File: src/rtl/wb_pkg.sv
// Shared types for the writeback scheduler: rd source select encoding, FSM states, helpers.
package wb_pkg;

   localparam int unsigned RDM_W    = 3;
   localparam int unsigned REG_ZERO = 0;

   typedef enum logic [RDM_W-1:0] {
      RDM_ALU  = 3'd0,
      RDM_PC4  = 3'd1,
      RDM_SEXT = 3'd2,
      RDM_BR   = 3'd3,
      RDM_DMEM = 3'd4
   } rdm_t;

   typedef enum logic [1:0] {
      IDLE     = 2'd0,
      WRITE    = 2'd1,
      WAIT_MEM = 2'd2
   } wb_state_t;

   function automatic logic rdm_legal(input logic [RDM_W-1:0] raw);
      return raw <= RDM_W'(RDM_DMEM);
   endfunction

   // Illegal encodings fall back to the ALU source, as the mux default does.
   function automatic rdm_t decode_rdm(input logic [RDM_W-1:0] raw);
      case (raw)
         3'd1:    return RDM_PC4;
         3'd2:    return RDM_SEXT;
         3'd3:    return RDM_BR;
         3'd4:    return RDM_DMEM;
         default: return RDM_ALU;
      endcase
   endfunction

endpackage

File: src/rtl/wb_sched.sv
// Writeback-stage scheduler: rd source select, RF write strobe, load sequencing, retire counter.
// Optional load-use forwarding hint outputs are enabled with `define WB_FWD_EN.
module wb_sched
   import wb_pkg::*;
#(
   parameter int unsigned REG_AW = 5,
   parameter int unsigned CNT_W  = 16
) (
   input  logic              clk,
   input  logic              reset,
   input  logic              in_valid,
   output logic              in_ready,
   input  logic [REG_AW-1:0] in_rd,
   input  logic [RDM_W-1:0]  in_rdm,
   input  logic              dmem_data_ok,
   input  logic              flush,
   output logic [RDM_W-1:0]  rdm_sel,
   output logic              rf_wen,
   output logic [REG_AW-1:0] rf_waddr,
   output logic              retire_pulse,
   output logic [CNT_W-1:0]  retire_cnt,
   output logic              err_rdm
`ifdef WB_FWD_EN
   ,
   output logic              fwd_pend,
   output logic [REG_AW-1:0] fwd_rd
`endif
);

   wb_state_t         state;
   logic [REG_AW-1:0] cap_rd;
   rdm_t              cap_rdm;
   logic              rd_nz;
   logic              xfer;

   // Output decode from registered state; flush squashes the write and retire of this cycle.
   always_comb begin
      in_ready     = 1'b0;
      rdm_sel      = RDM_W'(RDM_ALU);
      rf_wen       = 1'b0;
      rf_waddr     = '0;
      retire_pulse = 1'b0;
      rd_nz        = (cap_rd != REG_AW'(REG_ZERO));
      case (state)
         IDLE: begin
            in_ready = reset;
         end
         WRITE: begin
            in_ready     = reset;
            rdm_sel      = cap_rdm;
            rf_waddr     = cap_rd;
            rf_wen       = rd_nz && !flush;
            retire_pulse = !flush;
         end
         WAIT_MEM: begin
            rdm_sel      = RDM_W'(RDM_DMEM);
            rf_waddr     = cap_rd;
            rf_wen       = dmem_data_ok && rd_nz && !flush;
            retire_pulse = dmem_data_ok && !flush;
         end
         default: ;
      endcase
      xfer = in_valid && in_ready && !flush;
   end

   always_ff @(posedge clk or negedge reset) begin
      if (!reset) begin
         state      <= IDLE;
         cap_rd     <= '0;
         cap_rdm    <= RDM_ALU;
         retire_cnt <= '0;
         err_rdm    <= 1'b0;
      end else begin
         if (retire_pulse) retire_cnt <= retire_cnt + CNT_W'(1);
         if (xfer) begin
            cap_rd  <= in_rd;
            cap_rdm <= decode_rdm(in_rdm);
            if (!rdm_legal(in_rdm)) err_rdm <= 1'b1;
         end
         case (state)
            IDLE, WRITE: begin
               if (xfer) state <= (in_rdm == RDM_W'(RDM_DMEM)) ? WAIT_MEM : WRITE;
               else      state <= IDLE;
            end
            WAIT_MEM: begin
               if (flush || dmem_data_ok) state <= IDLE;
            end
            default: state <= IDLE;
         endcase
      end
   end

`ifdef WB_FWD_EN
   // Pending load destination, so decode can stall on a load-use hazard.
   always_comb begin
      fwd_pend = (state == WAIT_MEM) && rd_nz;
      fwd_rd   = (state == WAIT_MEM) ? cap_rd : '0;
   end
`endif

endmodule

File: config.mk
export PLATFORM = sky130hd
export DESIGN_NAME = wb_sched
export DESIGN_NICKNAME = d
export VERILOG_FILES = /design/src/rtl/wb_pkg.sv /design/src/rtl/wb_sched.sv
export SDC_FILE = /design/constraint.sdc
export NUM_CORES = 1
export LEC_CHECK = 0
export CORE_ASPECT_RATIO = 0.75
export CORE_MARGIN = 5
export CORE_UTILIZATION = 49
export DETAILED_ROUTE_END_ITERATION = 8
export PLACE_DENSITY = 0.84
export SLEW_MARGIN = 20
export SYNTH_ARGS = -nofsm -noshare
export SYNTH_HDL_FRONTEND = slang
export SYNTH_SLANG_ARGS = --single-unit
File: constraint.sdc
create_clock -name clk -period 3.88 [get_ports clk]
set_clock_uncertainty 0.1 [all_clocks]
set_input_delay 0.582 -clock clk [delete_from_list [all_inputs] [get_ports clk]]
set_output_delay 0.582 -clock clk [all_outputs]
set_load 0.02 [all_outputs]
-- After elaboration in Yosys (flattened, before gate mapping)
Cells that the tools add are included.
- bits in registers: 27
- bits of input ports: 13
- logic and storage cells: 38
- add/sub/neg operators: 1
- magnitude comparators: 1
- equal/unequal tests: 7
- muxes and demuxes: 10
- bitwise gates (word level): 1
- reduce and logical (&&, ||, !) cells: 13
- operator list (operator ; count):
    adder 16 x 1 -> 16 bit, second input constant ; 1
    case mux 3 bit (4 select lines) ; 1
    == test 3 x 2 -> 1 bit, second input constant ; 2
    logical AND 1 bit ; 6
    2-to-1 mux 2 bit ; 3
    case mux 3 bit (2 select lines) ; 1
    2-to-1 mux 5 bit ; 1
    nonzero test 5 bit ; 1
    case mux 1 bit (2 select lines) ; 2
    case mux 2 bit (2 select lines) ; 1
    OR reduction 2 bit ; 2
    == test 3 x 1 -> 1 bit, second input constant ; 1
    == test 3 bit, second input constant ; 1
    <= comparator 3 bit, second input constant ; 1
    == test 2 x 1 -> 1 bit, second input constant ; 1
    == test 2 bit, second input constant ; 1
    logical NOT 2 bit ; 1
    != test 2 bit, second input constant ; 1
    AND reduction 2 bit ; 1
    logical NOT 1 bit ; 1
    logical OR 1 bit ; 1
    2-to-1 mux 1 bit ; 1
    inverter 1 bit ; 1

-- Depth between registers and ports, before layout
Gate-level depths: netlist of the first run.
- depth in word-level cells: 7
- gate-level depth with buffers: 7
- gate-level depth less buffers: 6

-- Least setup slack after synthesis of the first run
Ideal clock, no wire load.
- path kind: register -> output
- start: reg state[0]
- end: out rf_wen
- data arrival time: 1.415 ns
- required time: 3.198 ns
- path slack: 1.783 ns
- stages on the path, launching flop included: 5
- path through: dfrtp_1 inv_1 ha_1 nand2b_2 a211oi_1
- longest elaborated chain between the ends: 2
- ends and longest elaborated chain (element ; line ; text):
    start: declaration ; wb_sched.sv:30 ; wb_state_t state;
    start signal: assignment ; wb_sched.sv:82 ; if (xfer) state <= (in_rdm == RDM_W'(RDM_DMEM)) ? WAIT_MEM : WRITE;
    == test 2 bit / == test 2 x 1 -> 1 bit (equally long branches) ; wb_sched.sv:44 ; case (state)
    case mux 1 bit (2 select lines) * ; wb_sched.sv:44 ;
    end: declaration ; wb_sched.sv:18 ; output logic rf_wen,
Every way passes the cells marked *; elsewhere a longest branch is shown, timed or not.

-- Final worst setup path of the first run
- start: reg state[0]
- end: out retire_pulse
- longest elaborated chain between the ends: 2
- ends and longest elaborated chain (element ; line ; text):
    == test 2 bit / == test 2 x 1 -> 1 bit (equally long branches) ; wb_sched.sv:44 ;
    case mux 1 bit (2 select lines) * ; wb_sched.sv:44 ;
    end: declaration ; wb_sched.sv:20 ; output logic retire_pulse,
Marked as above.

==> qor.txt, run 1 <==
simple-gate share of the synthesized area: 21.9%
flops & latches, synth: 27
fmax: 330 MHz
Max VDD drop: 0.270 mV
M1 WL: 1.17 mm
worst path cell trace: inv_1, ha_1, nand2b_2, nor2_1, clkdlybuf4s50_1
main combinational cell family by area after synthesis: simple AND/OR/NAND/NOR gates
slew margin rel.: 69.4%
synthesis-to-layout area growth: 36.2%
core footprint: 0.00258 mm^2
worst setup path category: reg -> out
Critical Path RT: 3200 ps
Final TNS setup: 0 ps
Core Util, Final: 68.9%
DPL Wire Length: 2.29 mm
CP max stage cell: clkdlybuf4s50_1
initial core utilization: 50.6%
Clock Power Share: 22.9%
Die Span X: 69.6 um
min-delay worst type: reg -> reg
DR top layer: met4
Resized Gates After CTS: 0
met3 WL: 107 um
Power Density: 295 mW/mm^2
worst hold slack: 378 ps
Ports: 41
Final min period: 3030 ps
crit start category: register
vias in the first global route: 974
sequential share of the synthesized area: 51.7%
# fillers: 192
Syn Inst Count: 112
Net Switching: 137 uW
die extent in y: 54.7 um
crit-path max FO: 10
Max clock buf depth: 2
initial detailed-routing violation count: 52
xor/xnor cell area share of the yosys netlist: 10.1%
routed vias: 1009
Pleak: 0.793 nW
n_diodes: 0
CTS sink count: 27
mux contribution to synthesized area: 5.17%
sw frac: 26.0%
Synth Area in Adders: 3.83%
Synth Cell Area: 0.00131 mm^2
initial antenna violation count: 0
RePlAce Congestion: 0.748
maxcap violations: 0
GRT Total Usage: 15.9%
Hold Buf Count CTS: 0
Final Max Slew Viols: 0
most common cell after layout, fill and taps aside: clkdlybuf4s50_1
Cell variety after synth: 33
# rows: 16
status: complete, no violations
crit end category: output pin
total CTS buffers: 3
DR WL/cell: 14.9 um
nets: 174
largest net degree at the start of global routing: 28
first-pass iteration count of the detailed router: 4
CTS clk-pin slew, worst paths: 140 ps
Slew @ Worst Pin: 455 ps
Residual DRC: 0
syn_nets: 129
Ys Warns: 0
Antenna Nets Post-Route: 0
total routed wirelength: 2.87 mm
Synth Area in Compound Gates: 4.98%
Seq pwr share: 60.8%
Worst Path Arrival: 2350 ps
worst skew pair latency: 320 ps
Comb pwr share: 16.3%
most frequent cells in the layout: clkdlybuf4s50_1 (40), dfrtp_1 (27), xnor2_1 (8)
Via-to-Cell Ratio: 5.26
post-CTS setup buffer count: 0
Final Hold Viols: 0
met2 wire len: 1.55 mm
grt total ovfl: 0
global-route wire length before repair: 4.64 mm
Root Buffer: clkbuf_4
Synth Area per Inst: 11.7 um^2
die area: 0.00381 mm^2
fin crit share: 78.1%
CTS tree: done
share of cells above drive strength 1: 12.8%
final setup violation count: 0
RSZ-0062 raised after global routing: false
Int Power: 388 uW
worst stage delay on the critical path: 670 ps
PortBufs: 40
CTS HTree Levels: 1
-- flip-flops by register name, indices dropped and copies added (netlist names) --
register and count:
retire_cnt 16, state 2, cap_rdm 3, cap_rd 5
err_rdm 1
-- power by group through the flow --
stage          Clock [mW]  Sequential, mW  Combinational, mW
2_1_floorplan           0           0.326             0.0368
3_3_place_gp            0           0.323             0.0832
3_5_place_dp            0           0.324             0.0869
4_1_cts             0.123           0.319             0.0871
5_1_grt             0.133           0.322             0.0930
6_report            0.120           0.319             0.0856
-- Yosys cell counts, drive strengths merged --
cell type | number | area share (%)
nor3b | 1 | 0.57
and3b | 1 | 0.96
xnor2 | 8 | 5.4
nand3b | 2 | 1.1
dfrtp | 27 | 52
mux2 | 6 | 5.2
nand4 | 4 | 2.4
nand2b | 2 | 1.1
nand3 | 6 | 2.3
nor4 | 1 | 0.96
inv | 6 | 1.7
a22o | 1 | 0.67
o211ai | 1 | 0.57
nor3 | 3 | 1.5
a211oi | 1 | 0.57
nor4b | 1 | 1.1
o21ai | 4 | 1.5
and2 | 5 | 2.6
a21oi | 2 | 1.1
o21a | 1 | 0.57
and3 | 7 | 3.4
nand2 | 3 | 0.86
xor2 | 7 | 4.7
nor2 | 3 | 0.86
buf | 1 | 0.57
nor2b | 3 | 1.4
nand4b | 1 | 0.67
ha | 4 | 3.8
-- per-layer routing --
layer,vias up,track usage [%]
met5,-,0
met4,0,4.14
met3,2,3.85
met2,19,31.0
met1,509,18.0
li1,479,-
-- critical path: cells and delay by family, from the launching register on --
kind,cells,cell delay (ps)
buf+inv,2,740
fa+ha+maj,1,430
simple gates,2,440
flops,1,410
-- per-stage QoR --
step	std cells	cell area [um^2]	setup WS, ps	total power, mW
detailed placement	188	1750	931	0.411
CTS	192	1780	832	0.528
global placement	188	1750	951	0.406
global route	192	1780	688	0.548
finish	192	1780	850	0.524
floorplan	112	1310	1780	0.363
-- logic make-up (layout without fill, tap and decap cells) --
group	count (synthesis)	in the layout
AND/OR/NAND/NOR	43	43
flip-flops	27	27
XOR/XNOR	15	15
AO/OA/AOI/OAI	10	10
buffers and inverters	7	51
multiplexers	6	6
adder cells (fa/ha/maj)	4	4
-- layout make-up --
cell class / instances / area [um^2] / area share [%]
flip-flops and latches: 27 / 676 / 38.0
clock inverters: 1 / 5.00 / 0.281
multi-input cells: 78 / 601 / 33.8
inverters: 6 / 22.5 / 1.27
repair buffers: 41 / 408 / 22.9
clock buffers: 3 / 22.5 / 1.27
well taps: 36 / 45.0 / 2.53
-- path summary, 6_finish.rpt --
kind,start,endpoint,slack [ps],depth (start not counted)
hold reg to reg,retire_cnt[15],retire_cnt[15],380,1
setup reg to reg,state[0],retire_cnt[14],1850,6
max in group asynchronous,reset,cap_rd[3],2880,2
min in group asynchronous,reset,err_rdm,550,2
hold / removal,retire_cnt[15],retire_cnt[15],380,1
setup / recovery,state[0],retire_pulse,850,5
No activity file was read; power rests on OpenSTA's default activity.
==> run 2, diff against run 1 <==
--- a/config.mk
+++ b/config.mk
@@ -7,9 +7,9 @@
 export LEC_CHECK = 0
 export CORE_ASPECT_RATIO = 0.75
 export CORE_MARGIN = 5
-export CORE_UTILIZATION = 49
+export CORE_UTILIZATION = 45
 export DETAILED_ROUTE_END_ITERATION = 8
-export PLACE_DENSITY = 0.84
+export PLACE_DENSITY = 0.78
 export SLEW_MARGIN = 20
 export SYNTH_ARGS = -nofsm -noshare
 export SYNTH_HDL_FRONTEND = slang
==> constraint.sdc (replaced) <==
create_clock -name clk -period 2.8 [get_ports clk]
set_clock_uncertainty 0.1 [all_clocks]
set_input_delay 0.42 -clock clk [delete_from_list [all_inputs] [get_ports clk]]
set_output_delay 0.42 -clock clk [all_outputs]
set_load 0.02 [all_outputs]
==> run 2 against run 1 <==
  * Die area increased by 7.4%
  * Flip-flop and latch count did not move
  * Cell area rose by 1.6%
  * Power grew 48%
  * First-iteration DRC count decreased by 35%
  * Combinational power increased by 38%
  * Cell count grew 0.52%
  * Sequential share of layout area down 0.60 points
  * Critical path depth is the same
  * Wire length decreased by 2.3%
  * Register-to-register slack worse by 1100 ps
==> qor.txt, run 2 (synthesized netlist as in run 1, its figures left out) <==
status: complete, no violations
initial core utilization: 48.3% (-2.2 points)
CTS sink count: 27 (unchanged)
total CTS buffers: 3 (unchanged)
CTS tree: done
n_diodes: 0 (unchanged)
DR WL/cell: 14.5 um (-2.8%)
nets: 175 (+0.57%)
# rows: 16 (unchanged)
Post-Place Cell Area: 0.00176 mm^2 (+0.43%)
maxcap violations: 0 (unchanged)
Final min period: 2620 ps
register area: 676 um^2 (unchanged)
Final Hold Viols: 0 (unchanged)
die area: 0.00409 mm^2 (+7.4%)
Residual DRC: 0 (unchanged)
Max clock buf depth: 2 (unchanged)
core footprint: 0.00270 mm^2 (+4.7%)
Worst Path Arrival: 2100 ps (-250 ps)
min-delay worst type: reg -> reg
Slew @ Worst Pin: 404 ps (-51.4 ps)
Power Density: 429 mW/mm^2 (+46%)
Pleak: 0.805 nW (+1.5%)
synthesis-to-layout area growth: 38.4%
Most flops, register: retire_cnt
most frequent cells in the layout: clkdlybuf4s50_1 (40), dfrtp_1 (27), xnor2_1 (8)
post-route cell area: 0.00181 mm^2 (+1.6%)
global-route wire length before repair: 4.94 mm (+6.6%)
DPL Wire Length: 2.29 mm (about the same)
Critical Path RT: 2280 ps (-920 ps)
fin crit share: 93.7%
share of cells above drive strength 1: 14.0% (+1.2 points)
final setup violation count: 0 (unchanged)
RSZ-0062 raised after global routing: false
max reg flops: 16 (unchanged)
Clock Power Share: 28.0% (+5.1 points)
Max VDD drop: 0.407 mV (+51%)
Via-to-Cell Ratio: 5.01 (-4.7%)
largest net degree at the start of global routing: 28 (unchanged)
Die Span X: 72.2 um (+3.7%)
footprint of the multi-input gates: 603 um^2 (+0.42%)
crit-path max FO: 10 (unchanged)
largest registers: retire_cnt: 16 flops, cap_rd: 5 flops, cap_rdm: 3 flops
crit end category: output pin
CTS HTree Levels: 1 (unchanged)
worst setup path category: reg -> out
worst skew pair latency: 270 ps (-50 ps)
sw frac: 24.9% (-1.2 points)
grt total ovfl: 0 (unchanged)
Int Power: 583 uW (+50%)
die extent in y: 56.7 um (+3.6%)
CTS clk-pin slew, worst paths: 90 ps (-50 ps)
routed vias: 967 (-4.2%)
RePlAce Congestion: 0.792 (+5.8%)
# fillers: 215 (+12%)
Seq pwr share: 56.9% (-3.9 points)
first-pass iteration count of the detailed router: 4 (unchanged)
Net Switching: 193 uW (+41%)
Final TNS setup: 0 ps (unchanged)
crit start category: register
slew margin rel.: 73.0% (+3.6 points)
Comb pwr share: 15.1% (-1.2 points)
initial antenna violation count: 0 (unchanged)
fmax: 381 MHz
most common cell after layout, fill and taps aside: clkdlybuf4s50_1
Ports: 41 (unchanged)
vias in the first global route: 1022 (+4.9%)
total routed wirelength: 2.80 mm (-2.3%)
initial detailed-routing violation count: 34 (-35%)
GRT Total Usage: 15.4% (-0.46 points)
Final Max Slew Viols: 0 (unchanged)
Root Buffer: clkbuf_8
Antenna Nets Post-Route: 0 (unchanged)
PortBufs: 40 (unchanged)
-- run 2: power by group through the flow --
| stage | combinational, mW | sequential, mW | clock, mW |
|---|---|---|---|
| 2_1_floorplan | 0.0510 | 0.452 | 0 |
| 3_3_place_gp | 0.116 | 0.447 | 0 |
| 3_5_place_dp | 0.119 | 0.449 | 0 |
| 4_1_cts | 0.120 | 0.442 | 0.223 |
| 5_1_grt | 0.131 | 0.447 | 0.245 |
| 6_report | 0.118 | 0.441 | 0.217 |
-- run 2: timing repair --
item / in CTS / in global routing
setup buffers: 0 / 0
setup endpoints to repair: 0 / 2
gates resized for setup: 0 / 1
hold buffers: 0 / 0
-- run 2: worst paths after layout --
kind,startpoint,to,slack (ps),cells after the start
min in group asynchronous,reset,state[1],440,2
worst max register to register,state[0],retire_cnt[14],800,6
worst min register to register,retire_cnt[15],retire_cnt[15],370,1
worst min-delay path,retire_cnt[15],retire_cnt[15],370,1
max in group asynchronous,reset,retire_cnt[14],1900,2
worst max-delay path,state[0],rf_wen,180,5
-- run 2: metrics by stage --
| stage | cells | total power [mW] | setup slack [ps] | util (%) | hold slack, ps |
|---|---|---|---|---|---|
| 2_1_floorplan | 112 | 0.503 | 840 | - | 24.4 |
| 3_3_place_gp | 189 | 0.564 | 352 | 65.1 | 348 |
| 3_5_place_dp | 189 | 0.569 | 333 | 65.1 | 366 |
| 4_1_cts | 193 | 0.784 | 116 | 66.8 | 378 |
| 5_1_grt | 193 | 0.823 | 56.1 | 66.9 | 408 |
| 6_report | 193 | 0.776 | 177 | 66.9 | 372 |
-- run 2: layout make-up --
class	instances	share of cell area, %
flip-flops and latches	27	37.4
multi-input cells	78	33.4
inverters	6	1.25
well taps	36	2.49
clock inverters	1	0.277
repair buffers	42	23.0
clock buffers	3	2.28
-- run 2: worst max-delay path: stages (launching register included) --
cell             delay, ps
dfrtp_1                390
inv_1                   80
ha_2                   420
nand2b_2               120
a211oi_1               180
clkdlybuf4s50_1        640
-- run 2: layer usage --
layer / GRT usage (%) / up-vias / wire length, um
li1: - / 480 / -
met1: 20.4 / 466 / 1330
met2: 24.1 / 17 / 1340
met3: 4.10 / 4 / 103
met4: 5.63 / 0 / 34
met5: 0 / - / 0
